`config.mk`:
```
export PLATFORM = sky130hd
export DESIGN_NAME = uart_tx
export DESIGN_NICKNAME = d
export VERILOG_FILES = /design/src/rtl/uart_tx.sv
export SDC_FILE = /design/constraint.sdc
export NUM_CORES = 1
export LEC_CHECK = 0
export CELL_PAD_IN_SITES_DETAIL_PLACEMENT = 0
export CELL_PAD_IN_SITES_GLOBAL_PLACEMENT = 1
export CORE_MARGIN = 5
export CORE_UTILIZATION = 40
export CTS_CLUSTER_SIZE = 12
export DETAILED_ROUTE_END_ITERATION = 7
export PLACE_DENSITY_LB_ADDON = 0.05
export SLEW_MARGIN = 30
export SYNTH_ARGS = -nofsm -noshare
export SYNTH_HDL_FRONTEND = slang
export SYNTH_SLANG_ARGS = --single-unit
```
`constraint.sdc`:
```
create_clock -name clk -period 4.1 [get_ports clk]
set_input_delay 0.41 -clock clk [delete_from_list [all_inputs] [get_ports clk]]
set_output_delay 0.41 -clock clk [all_outputs]
set_load 0.02 [all_outputs]
```
`src/rtl/uart_tx.sv`:
```
`default_nettype none
// ----------------------------------------------------------------------------
// uart_tx: LSB-first UART serialiser (start, data, optional parity, stop).
// Define UART_TX_TWO_STOP_EN for two stop bits.             Revision: 1.0
// ----------------------------------------------------------------------------
module uart_tx #(
   parameter int DWIDTH = 8,
   parameter int PWIDTH = 6
) (
   input  logic              clk,
   input  logic              rst,
   input  logic [DWIDTH-1:0] p_data,
   input  logic              data_valid,
   input  logic              parity_en,
   input  logic              parity_type,
   input  logic [PWIDTH-1:0] prescale,
   output logic              s_data,
   output logic              busy
);

   localparam int IW = (DWIDTH > 1) ? $clog2(DWIDTH) : 1;
   localparam logic [IW-1:0] LAST_IDX = IW'(DWIDTH - 1);
`ifdef UART_TX_TWO_STOP_EN
   localparam logic TWO_STOP = 1'b1;
`else
   localparam logic TWO_STOP = 1'b0;
`endif

   typedef enum logic [2:0] {
      IDLE   = 3'd0,
      START  = 3'd1,
      DATA   = 3'd2,
      PARITY = 3'd3,
      STOP   = 3'd4
   } state_t;

   state_t            state, state_n;
   logic [DWIDTH-1:0] data_q;
   logic              par_en_q, par_type_q;
   logic [PWIDTH-1:0] period_q;
   logic [PWIDTH-1:0] cyc_cnt, cyc_n;
   logic [IW-1:0]     bit_idx, idx_n;
   logic              stop_cnt, stop_n;
   logic              s_data_n, busy_n, load, bit_done;

   assign bit_done = (cyc_cnt == period_q - PWIDTH'(1));

   always_ff @(posedge clk) begin
      if (rst) begin
         state      <= IDLE;
         cyc_cnt    <= '0;
         bit_idx    <= '0;
         stop_cnt   <= 1'b0;
         s_data     <= 1'b1;
         busy       <= 1'b0;
         data_q     <= '0;
         par_en_q   <= 1'b0;
         par_type_q <= 1'b0;
         period_q   <= '0;
      end else begin
         state    <= state_n;
         cyc_cnt  <= cyc_n;
         bit_idx  <= idx_n;
         stop_cnt <= stop_n;
         s_data   <= s_data_n;
         busy     <= busy_n;
         if (load) begin
            data_q     <= p_data;
            par_en_q   <= parity_en;
            par_type_q <= parity_type;
            // A zero prescale still needs a one-cycle bit to make progress
            period_q   <= (prescale == '0) ? PWIDTH'(1) : prescale;
         end
      end
   end

   always_comb begin
      state_n = state;
      cyc_n   = cyc_cnt;
      idx_n   = bit_idx;
      stop_n  = stop_cnt;
      load    = 1'b0;
      if (state == IDLE) begin
         cyc_n  = '0;
         idx_n  = '0;
         stop_n = 1'b0;
         if (data_valid) begin
            state_n = START;
            load    = 1'b1;
         end
      end else begin
         cyc_n = bit_done ? '0 : cyc_cnt + PWIDTH'(1);
         if (bit_done) begin
            case (state)
               START: begin
                  state_n = DATA;
                  idx_n   = '0;
               end
               DATA: begin
                  if (bit_idx == LAST_IDX) begin
                     state_n = par_en_q ? PARITY : STOP;
                     stop_n  = 1'b0;
                  end else begin
                     idx_n = bit_idx + IW'(1);
                  end
               end
               PARITY: begin
                  state_n = STOP;
                  stop_n  = 1'b0;
               end
               STOP: begin
                  if (TWO_STOP && !stop_cnt) stop_n = 1'b1;
                  else                       state_n = IDLE;
               end
               default: state_n = IDLE;
            endcase
         end
      end
   end

   // Outputs are decoded from the next state so they register in step with it
   always_comb begin
      s_data_n = 1'b1;
      busy_n   = (state_n != IDLE);
      case (state_n)
         START:   s_data_n = 1'b0;
         DATA:    s_data_n = data_q[idx_n];
         PARITY:  s_data_n = (^data_q) ^ par_type_q;
         default: s_data_n = 1'b1;
      endcase
   end

endmodule
`default_nettype wire
```
==> flow_results.xml, run 1 <==
<?xml version="1.0" encoding="UTF-8"?>
<metrics>
  <group name="logic_synthesis">
    <metric name="most_common_cell_in_the_synthesized_netlist" unit="">sky130_fd_sc_hd__nand2_1</metric>
    <metric name="synth-edff-count" unit="">0</metric>
    <metric name="ys_dominant_reg_cell" unit="">sky130_fd_sc_hd__dfxtp_1</metric>
    <metric name="synth-seq-cells" unit="">30</metric>
    <metric name="synth_top_cell_by_area" unit="">sky130_fd_sc_hd__dfxtp_1</metric>
    <metric name="async_reset_ff_frac" unit="">0</metric>
    <metric name="ys_types" unit="">41</metric>
    <metric name="synth_nets" unit="">227</metric>
    <metric name="syn-cell-area" unit="um^2">1630</metric>
    <metric name="synth.top_cell.area_share" unit="">0.369</metric>
    <metric name="synth.yosys.warnings" unit="">0</metric>
    <metric name="synth_top_cells_by_area" unit="">sky130_fd_sc_hd__dfxtp_1, sky130_fd_sc_hd__nand2_1, sky130_fd_sc_hd__xnor2_1, sky130_fd_sc_hd__a21oi_1, sky130_fd_sc_hd__nor2_1</metric>
    <metric name="synth.cells.most_frequent" unit="">sky130_fd_sc_hd__nand2_1, sky130_fd_sc_hd__dfxtp_1, sky130_fd_sc_hd__nor2_1</metric>
    <metric name="post_synth_inst_count" unit="">205</metric>
    <metric name="synth_sequential_area_ratio" unit="">0.369</metric>
    <metric name="synth_area_per_cell" unit="um^2">7.95</metric>
  </group>
  <group name="place">
    <metric name="finalWeightedCongestion" unit="">0.891</metric>
    <metric name="port-buffer-count" unit="">20</metric>
    <metric name="detailed_place_hpwl" unit="mm">2.82</metric>
  </group>
  <group name="route">
    <metric name="vias" unit="">1411</metric>
    <metric name="drt_first_iter_violations" unit="">72</metric>
    <metric name="vias_per_cell" unit="">5.19</metric>
    <metric name="drt_pass1_iterations" unit="">4</metric>
    <metric name="wire_per_inst" unit="um">13.7</metric>
    <metric name="route.detailed.drc" unit="">0</metric>
    <metric name="drt.antenna.violating_nets" unit="">0</metric>
    <metric name="drt_wirelength" unit="mm">3.72</metric>
  </group>
  <group name="clock_tree">
    <metric name="cts.reportedPaths.clkPinSlew" unit="ns">0.07</metric>
    <metric name="holdBufCountCts" unit="">0</metric>
    <metric name="cts-resized-gates" unit="">0</metric>
    <metric name="clock_root_buffer" unit="">sky130_fd_sc_hd__clkbuf_8</metric>
    <metric name="cts_tree" unit="">done</metric>
    <metric name="clk-insertion-delay-late" unit="ns">0.28</metric>
    <metric name="cts_htree_levels" unit="">2</metric>
    <metric name="cts_inserted_buffers" unit="">5</metric>
    <metric name="cts_num_sinks" unit="">30</metric>
    <metric name="cts.repair_timing.setup_buffer_count" unit="">0</metric>
    <metric name="cts_max_path_buffers" unit="">2</metric>
  </group>
  <group name="global_routing">
    <metric name="grt_remaining_overflow" unit="">0</metric>
    <metric name="grt_start_max_net_pins" unit="">25</metric>
    <metric name="grt_pass1_wl" unit="mm">6.20</metric>
    <metric name="grt_antenna_before_repair" unit="">0</metric>
    <metric name="groute.usage.overall" unit="">0.151</metric>
    <metric name="vias_in_the_first_global_route" unit="">1337</metric>
  </group>
  <group name="final_layout">
    <metric name="num-fill-cells" unit="">386</metric>
    <metric name="syn2layout_area_growth" unit="%">19.2</metric>
    <metric name="fin_util" unit="">0.489</metric>
    <metric name="drive_above_1_share" unit="">0.0676</metric>
    <metric name="antennaDiodeCount" unit="">0</metric>
    <metric name="num-nets-final" unit="">243</metric>
  </group>
  <group name="setup_path">
    <metric name="critical_path.cell_chain" unit="">or3_1 &gt; or4_4 &gt; a21oi_4 &gt; and2_1 &gt; o211ai_1 &gt; or4b_2 &gt; a31oi_1 &gt; o41ai_1</metric>
    <metric name="worst_ep_arrival_time" unit="ns">3.21</metric>
    <metric name="worst_path_required" unit="ns">4.25</metric>
    <metric name="worst_setup_path_end_kind" unit="">flip-flop</metric>
    <metric name="setup.worst_path.start_class" unit="">flip-flop</metric>
    <metric name="path_class" unit="">reg -&gt; reg</metric>
    <metric name="critPathMaxStageDelay" unit="ns">0.64</metric>
    <metric name="cpMaxStageDelayCell" unit="">sky130_fd_sc_hd__or4b_2</metric>
    <metric name="critPathTopFamily" unit="">simple AND/OR/NAND/NOR gates</metric>
    <metric name="cp.buffers_inverters" unit="">0</metric>
    <metric name="worstPathMaxFanout" unit="">7</metric>
  </group>
  <group name="timing">
    <metric name="hold_viol" unit="">0</metric>
    <metric name="clock_skew" unit="ns">0.00638</metric>
    <metric name="fmax" unit="MHz">327</metric>
    <metric name="final_min_period_over_clock_period" unit="">0.746</metric>
    <metric name="rsz_0062_raised_after_global_routing" unit="">false</metric>
    <metric name="worst_pin_slew" unit="ns">0.867</metric>
    <metric name="setup_viol" unit="">0</metric>
    <metric name="max_slew_margin" unit="">0.420</metric>
    <metric name="period_needed" unit="ns">3.06</metric>
    <metric name="slew_viol_final" unit="">0</metric>
    <metric name="fin_setup_tns" unit="ns">0</metric>
  </group>
  <group name="floorplanning">
    <metric name="floorplan.io_pins" unit="">21</metric>
    <metric name="initial_core_util" unit="">0.410</metric>
    <metric name="placement_rows" unit="">23</metric>
    <metric name="core" unit="um^2">3970</metric>
    <metric name="die-width" unit="um">73.8</metric>
    <metric name="dieHeight" unit="um">73.8</metric>
    <metric name="dieArea" unit="um^2">5450</metric>
  </group>
  <group name="run_status">
    <metric name="outcome" unit="">finished, final reports clean</metric>
  </group>
  <group name="power_and_ir_drop">
    <metric name="worst_ir_drop_vdd" unit="uV">229</metric>
    <metric name="power_per_cell_area" unit="nW/um^2">349</metric>
    <metric name="power.static_leakage" unit="nW">0.740</metric>
  </group>
  <group name="min_path">
    <metric name="worst_hold_path_type" unit="">reg -&gt; reg</metric>
  </group>
  <group name="run">
    <metric name="max_cap_violations" unit="">0</metric>
  </group>
</metrics>
==> cell families after synthesis <==
group | after synthesis | synth area share
AO/OA/AOI/OAI | 46 | 0.197
flip-flops | 30 | 0.369
multiplexers | 1 | 0.00614
AND/OR/NAND/NOR | 89 | 0.253
XOR/XNOR | 19 | 0.111
adder cells (fa/ha/maj) | 3 | 0.0230
buffers and inverters | 17 | 0.0415
==> per-layer routing <==
| metal | GRT usage | vias up | wire length (um) |
|---|---|---|---|
| met5 | 0 | - | 0 |
| met4 | 0.0483 | 0 | 52 |
| met3 | 0.0424 | 6 | 142 |
| met2 | 0.248 | 20 | 1870 |
| met1 | 0.189 | 643 | 1650 |
| li1 | - | 742 | - |
==> cells in the final DEF (no fill, tap or decap), types with 2 or more instances in the layout <==
cell | Yosys | layout
sky130_fd_sc_hd__ha_1 | 3 | 3
sky130_fd_sc_hd__inv_1 | 5 | 5
sky130_fd_sc_hd__or3_1 | 4 | 4
sky130_fd_sc_hd__o31ai_1 | 4 | 4
sky130_fd_sc_hd__and2_1 | 2 | 2
sky130_fd_sc_hd__clkdlybuf4s50_1 | 0 | 20
sky130_fd_sc_hd__nand2_1 | 40 | 40
sky130_fd_sc_hd__nor4_1 | 2 | 2
sky130_fd_sc_hd__nand3_1 | 4 | 4
sky130_fd_sc_hd__dfxtp_1 | 30 | 30
sky130_fd_sc_hd__or2_2 | 2 | 2
sky130_fd_sc_hd__a21oi_1 | 18 | 18
sky130_fd_sc_hd__o211ai_1 | 4 | 4
sky130_fd_sc_hd__xnor2_1 | 13 | 13
sky130_fd_sc_hd__or4_1 | 2 | 2
sky130_fd_sc_hd__nor2_1 | 20 | 20
sky130_fd_sc_hd__and3_1 | 4 | 4
sky130_fd_sc_hd__xor2_1 | 5 | 5
sky130_fd_sc_hd__clkbuf_8 | 0 | 6
sky130_fd_sc_hd__a31oi_1 | 3 | 3
sky130_fd_sc_hd__a211o_1 | 2 | 2
sky130_fd_sc_hd__nor2b_1 | 6 | 6
sky130_fd_sc_hd__o2bb2ai_1 | 2 | 2
==> area by class of cell <==
type | count | area (um^2) | area share
inverter | 5 | 18.8 | 0.00966
sequential | 30 | 601 | 0.309
clock inverter | 1 | 5.00 | 0.00258
clock buffer | 7 | 86.3 | 0.0445
multi-input combinational | 158 | 961 | 0.495
tap | 50 | 62.6 | 0.0322
timing repair buffer | 21 | 208 | 0.107
==> sequential cells by signal, summed over array words and instances, names as in the netlist <==
name and flops:
par_en_q 1, s_data 1, bit_idx 3, state 3, cyc_cnt 6, data_q 8, period_q 6, busy 1
par_type_q 1
==> stage by stage <==
step | total power, mW | instances | area, um^2 | setup WS, ns | hold slack [ns]
after floorplan | 0.399 | 205 | 1630 | 1.32 | 0.436
after global placement | 0.437 | 264 | 1850 | 1.20 | 0.457
after detailed placement | 0.439 | 264 | 1850 | 1.10 | 0.464
after CTS | 0.686 | 272 | 1940 | 1.08 | 0.479
after global routing | 0.709 | 272 | 1940 | 0.862 | 0.498
final | 0.678 | 272 | 1940 | 1.04 | 0.473
==> power breakdown <==
part           switching [mW]  total (mW)  internal, mW
clock network           0.112       0.247         0.135
logic                  0.0547       0.111        0.0567
registers              0.0150       0.320         0.305
total                   0.181       0.678         0.497
==> worst paths after layout <==
check,end,depth (start not counted),slack (ns),from
setup / recovery,s_data,8,1.04,period_q[0]
hold reg to reg,cyc_cnt[0],1,0.47,cyc_cnt[0]
setup reg to reg,s_data,8,1.04,period_q[0]
hold / removal,cyc_cnt[0],1,0.47,cyc_cnt[0]
No activity file was read; power rests on OpenSTA's default activity.
==> inputs of run 2 (changes only) <==
clock period = 3 ns   (was 4.1 ns; I/O delays follow)
==> flow_results.xml, run 2 (synthesized netlist as in run 1, its figures left out) <==
<?xml version="1.0" encoding="UTF-8"?>
<metrics>
  <group name="timing">
    <metric name="worst_pin_slew" unit="ns">0.539</metric>
    <metric name="worst_hold_margin" unit="ns">0.480</metric>
    <metric name="max_slew_margin" unit="">0.640</metric>
    <metric name="fmax" unit="MHz">356</metric>
    <metric name="period_needed" unit="ns">2.81</metric>
    <metric name="setup_viol" unit="">0</metric>
    <metric name="hold_viol" unit="">0</metric>
    <metric name="slew_viol_final" unit="">0</metric>
    <metric name="final_min_period_over_clock_period" unit="">0.937</metric>
    <metric name="clock_skew" unit="ns">0.00489</metric>
    <metric name="fin_setup_tns" unit="ns">0</metric>
    <metric name="rsz_0062_raised_after_global_routing" unit="">false</metric>
  </group>
  <group name="final_layout">
    <metric name="syn2layout_area_growth" unit="%">23.8</metric>
    <metric name="num-fill-cells" unit="">399</metric>
    <metric name="max_ffs_per_register" unit="">8</metric>
    <metric name="layout_commonest_cell" unit="">sky130_fd_sc_hd__nand2_1</metric>
    <metric name="drive_above_1_share" unit="">0.113</metric>
    <metric name="registers.top_by_ff_count" unit="">data_q</metric>
    <metric name="reg_top3" unit="">data_q x8, cyc_cnt x6, period_q x6</metric>
    <metric name="stdcell_area" unit="um^2">2020</metric>
    <metric name="fin_util" unit="">0.508</metric>
    <metric name="num-nets-final" unit="">251</metric>
    <metric name="antennaDiodeCount" unit="">0</metric>
    <metric name="layout.cells.most_common_list" unit="">sky130_fd_sc_hd__nand2_1, sky130_fd_sc_hd__dfxtp_1, sky130_fd_sc_hd__nor2_1, sky130_fd_sc_hd__clkdlybuf4s50_1, sky130_fd_sc_hd__a21oi_1</metric>
  </group>
  <group name="route">
    <metric name="vias" unit="">1522</metric>
    <metric name="drt_wirelength" unit="mm">3.86</metric>
    <metric name="wire_per_inst" unit="um">13.8</metric>
    <metric name="drt_first_iter_violations" unit="">153</metric>
    <metric name="vias_per_cell" unit="">5.44</metric>
    <metric name="drt.antenna.violating_nets" unit="">0</metric>
    <metric name="route.detailed.drc" unit="">0</metric>
    <metric name="drt_pass1_iterations" unit="">4</metric>
  </group>
  <group name="clock_tree">
    <metric name="clk-insertion-delay-late" unit="ns">0.29</metric>
    <metric name="cts.reportedPaths.clkPinSlew" unit="ns">0.06</metric>
    <metric name="cts_max_path_buffers" unit="">2</metric>
    <metric name="cts_tree" unit="">done</metric>
    <metric name="cts_htree_levels" unit="">2</metric>
    <metric name="cts_inserted_buffers" unit="">5</metric>
    <metric name="clock_root_buffer" unit="">sky130_fd_sc_hd__clkbuf_8</metric>
    <metric name="cts_num_sinks" unit="">30</metric>
  </group>
  <group name="global_routing">
    <metric name="grt_antenna_before_repair" unit="">0</metric>
    <metric name="grt_pass1_wl" unit="mm">6.22</metric>
    <metric name="groute.usage.overall" unit="">0.151</metric>
    <metric name="vias_in_the_first_global_route" unit="">1412</metric>
    <metric name="grt_remaining_overflow" unit="">0</metric>
    <metric name="grt_start_max_net_pins" unit="">25</metric>
  </group>
  <group name="floorplanning">
    <metric name="placement_rows" unit="">23</metric>
    <metric name="dieHeight" unit="um">73.8</metric>
    <metric name="die-width" unit="um">73.8</metric>
    <metric name="floorplan.io_pins" unit="">21</metric>
    <metric name="core" unit="um^2">3970</metric>
    <metric name="initial_core_util" unit="">0.410</metric>
    <metric name="dieArea" unit="um^2">5450</metric>
  </group>
  <group name="setup_path">
    <metric name="worst_ep_arrival_time" unit="ns">2.97</metric>
    <metric name="ff2ff_path_depth" unit="">8</metric>
    <metric name="setup.worst_path.start_class" unit="">flip-flop</metric>
    <metric name="worst_path_required" unit="ns">3.16</metric>
    <metric name="worstPathMaxFanout" unit="">6</metric>
    <metric name="path_class" unit="">reg -&gt; reg</metric>
    <metric name="worst_setup_path_end_kind" unit="">flip-flop</metric>
  </group>
  <group name="run">
    <metric name="max_cap_violations" unit="">0</metric>
  </group>
  <group name="run_status">
    <metric name="outcome" unit="">finished, final reports clean</metric>
  </group>
  <group name="min_path">
    <metric name="worstHoldPathCells" unit="">2</metric>
    <metric name="worst_hold_path_type" unit="">reg -&gt; reg</metric>
  </group>
  <group name="place">
    <metric name="port-buffer-count" unit="">20</metric>
    <metric name="placed_area" unit="um^2">1870</metric>
    <metric name="detailed_place_hpwl" unit="mm">2.87</metric>
    <metric name="finalWeightedCongestion" unit="">0.953</metric>
  </group>
  <group name="power_and_ir_drop">
    <metric name="power_per_cell_area" unit="nW/um^2">462</metric>
    <metric name="power.total" unit="uW">933</metric>
    <metric name="power.static_leakage" unit="nW">0.783</metric>
    <metric name="worst_ir_drop_vdd" unit="uV">296</metric>
  </group>
</metrics>
==> run 2: cell types whose count changed in the layout (fill, tap and decap cells not counted), sizes merged <==
cell	before	now
buf	1	9
==> run 2: cell type report <==
cell class | instances | area [um^2] | share of cell area
well taps | 50 | 62.6 | 0.0310
multi-input cells | 158 | 976 | 0.484
clock buffers | 7 | 86.3 | 0.0428
clock inverters | 1 | 5.00 | 0.00248
flip-flops and latches | 30 | 601 | 0.298
repair buffers | 29 | 268 | 0.133
inverters | 5 | 18.8 | 0.00931
==> run 2: power breakdown <==
part	internal, mW	switching [mW]	total (mW)
logic	0.0836	0.0778	0.161
registers	0.417	0.0191	0.436
clock network	0.185	0.150	0.335
total	0.685	0.247	0.933
==> run 2: worst paths after layout <==
kind / from / end / slack, ns
worst max-delay path: period_q[1] / s_data / 0.19
worst min register to register: period_q[5] / period_q[5] / 0.48
worst min-delay path: period_q[5] / period_q[5] / 0.48
worst max register to register: period_q[1] / s_data / 0.19
==> run 2: metal layers <==
| metal | wire (um) | vias to the layer above | global-route usage |
|---|---|---|---|
| met5 | 0 | - | 0 |
| met4 | 109 | 0 | 0.0584 |
| met3 | 225 | 15 | 0.0616 |
| met2 | 1920 | 53 | 0.255 |
| met1 | 1600 | 696 | 0.167 |
| li1 | - | 758 | - |
==> run 2: critical path, cell delays in order, from the launching register on <==
cell and delay (ns):
sky130_fd_sc_hd__dfxtp_1 0.34, sky130_fd_sc_hd__or3_1 0.38, sky130_fd_sc_hd__or4_4 0.50, sky130_fd_sc_hd__a21oi_4 0.19, sky130_fd_sc_hd__and2_4 0.21, sky130_fd_sc_hd__o211ai_1 0.17, sky130_fd_sc_hd__or4b_2 0.64, sky130_fd_sc_hd__a31oi_1 0.15
sky130_fd_sc_hd__o41ai_1 0.10
==> run 2: stage by stage <==
stage / setup WS (ns) / instances
6_report: 0.189 / 280
3_5_place_dp: 0.0139 / 267
3_3_place_gp: 0.146 / 267
2_1_floorplan: 0.222 / 205
5_1_grt: 0.0172 / 280
4_1_cts: 0.0628 / 275
==> run 2: timing repair <==
item                                    4_1_cts  5_1_grt
hold buffers                                  0        0
endpoints found under the setup margin        1        1
pin swaps                                     0        2
buffers inserted                              0        5
resized for setup                             1        4
hold endpoints to repair                      0        0
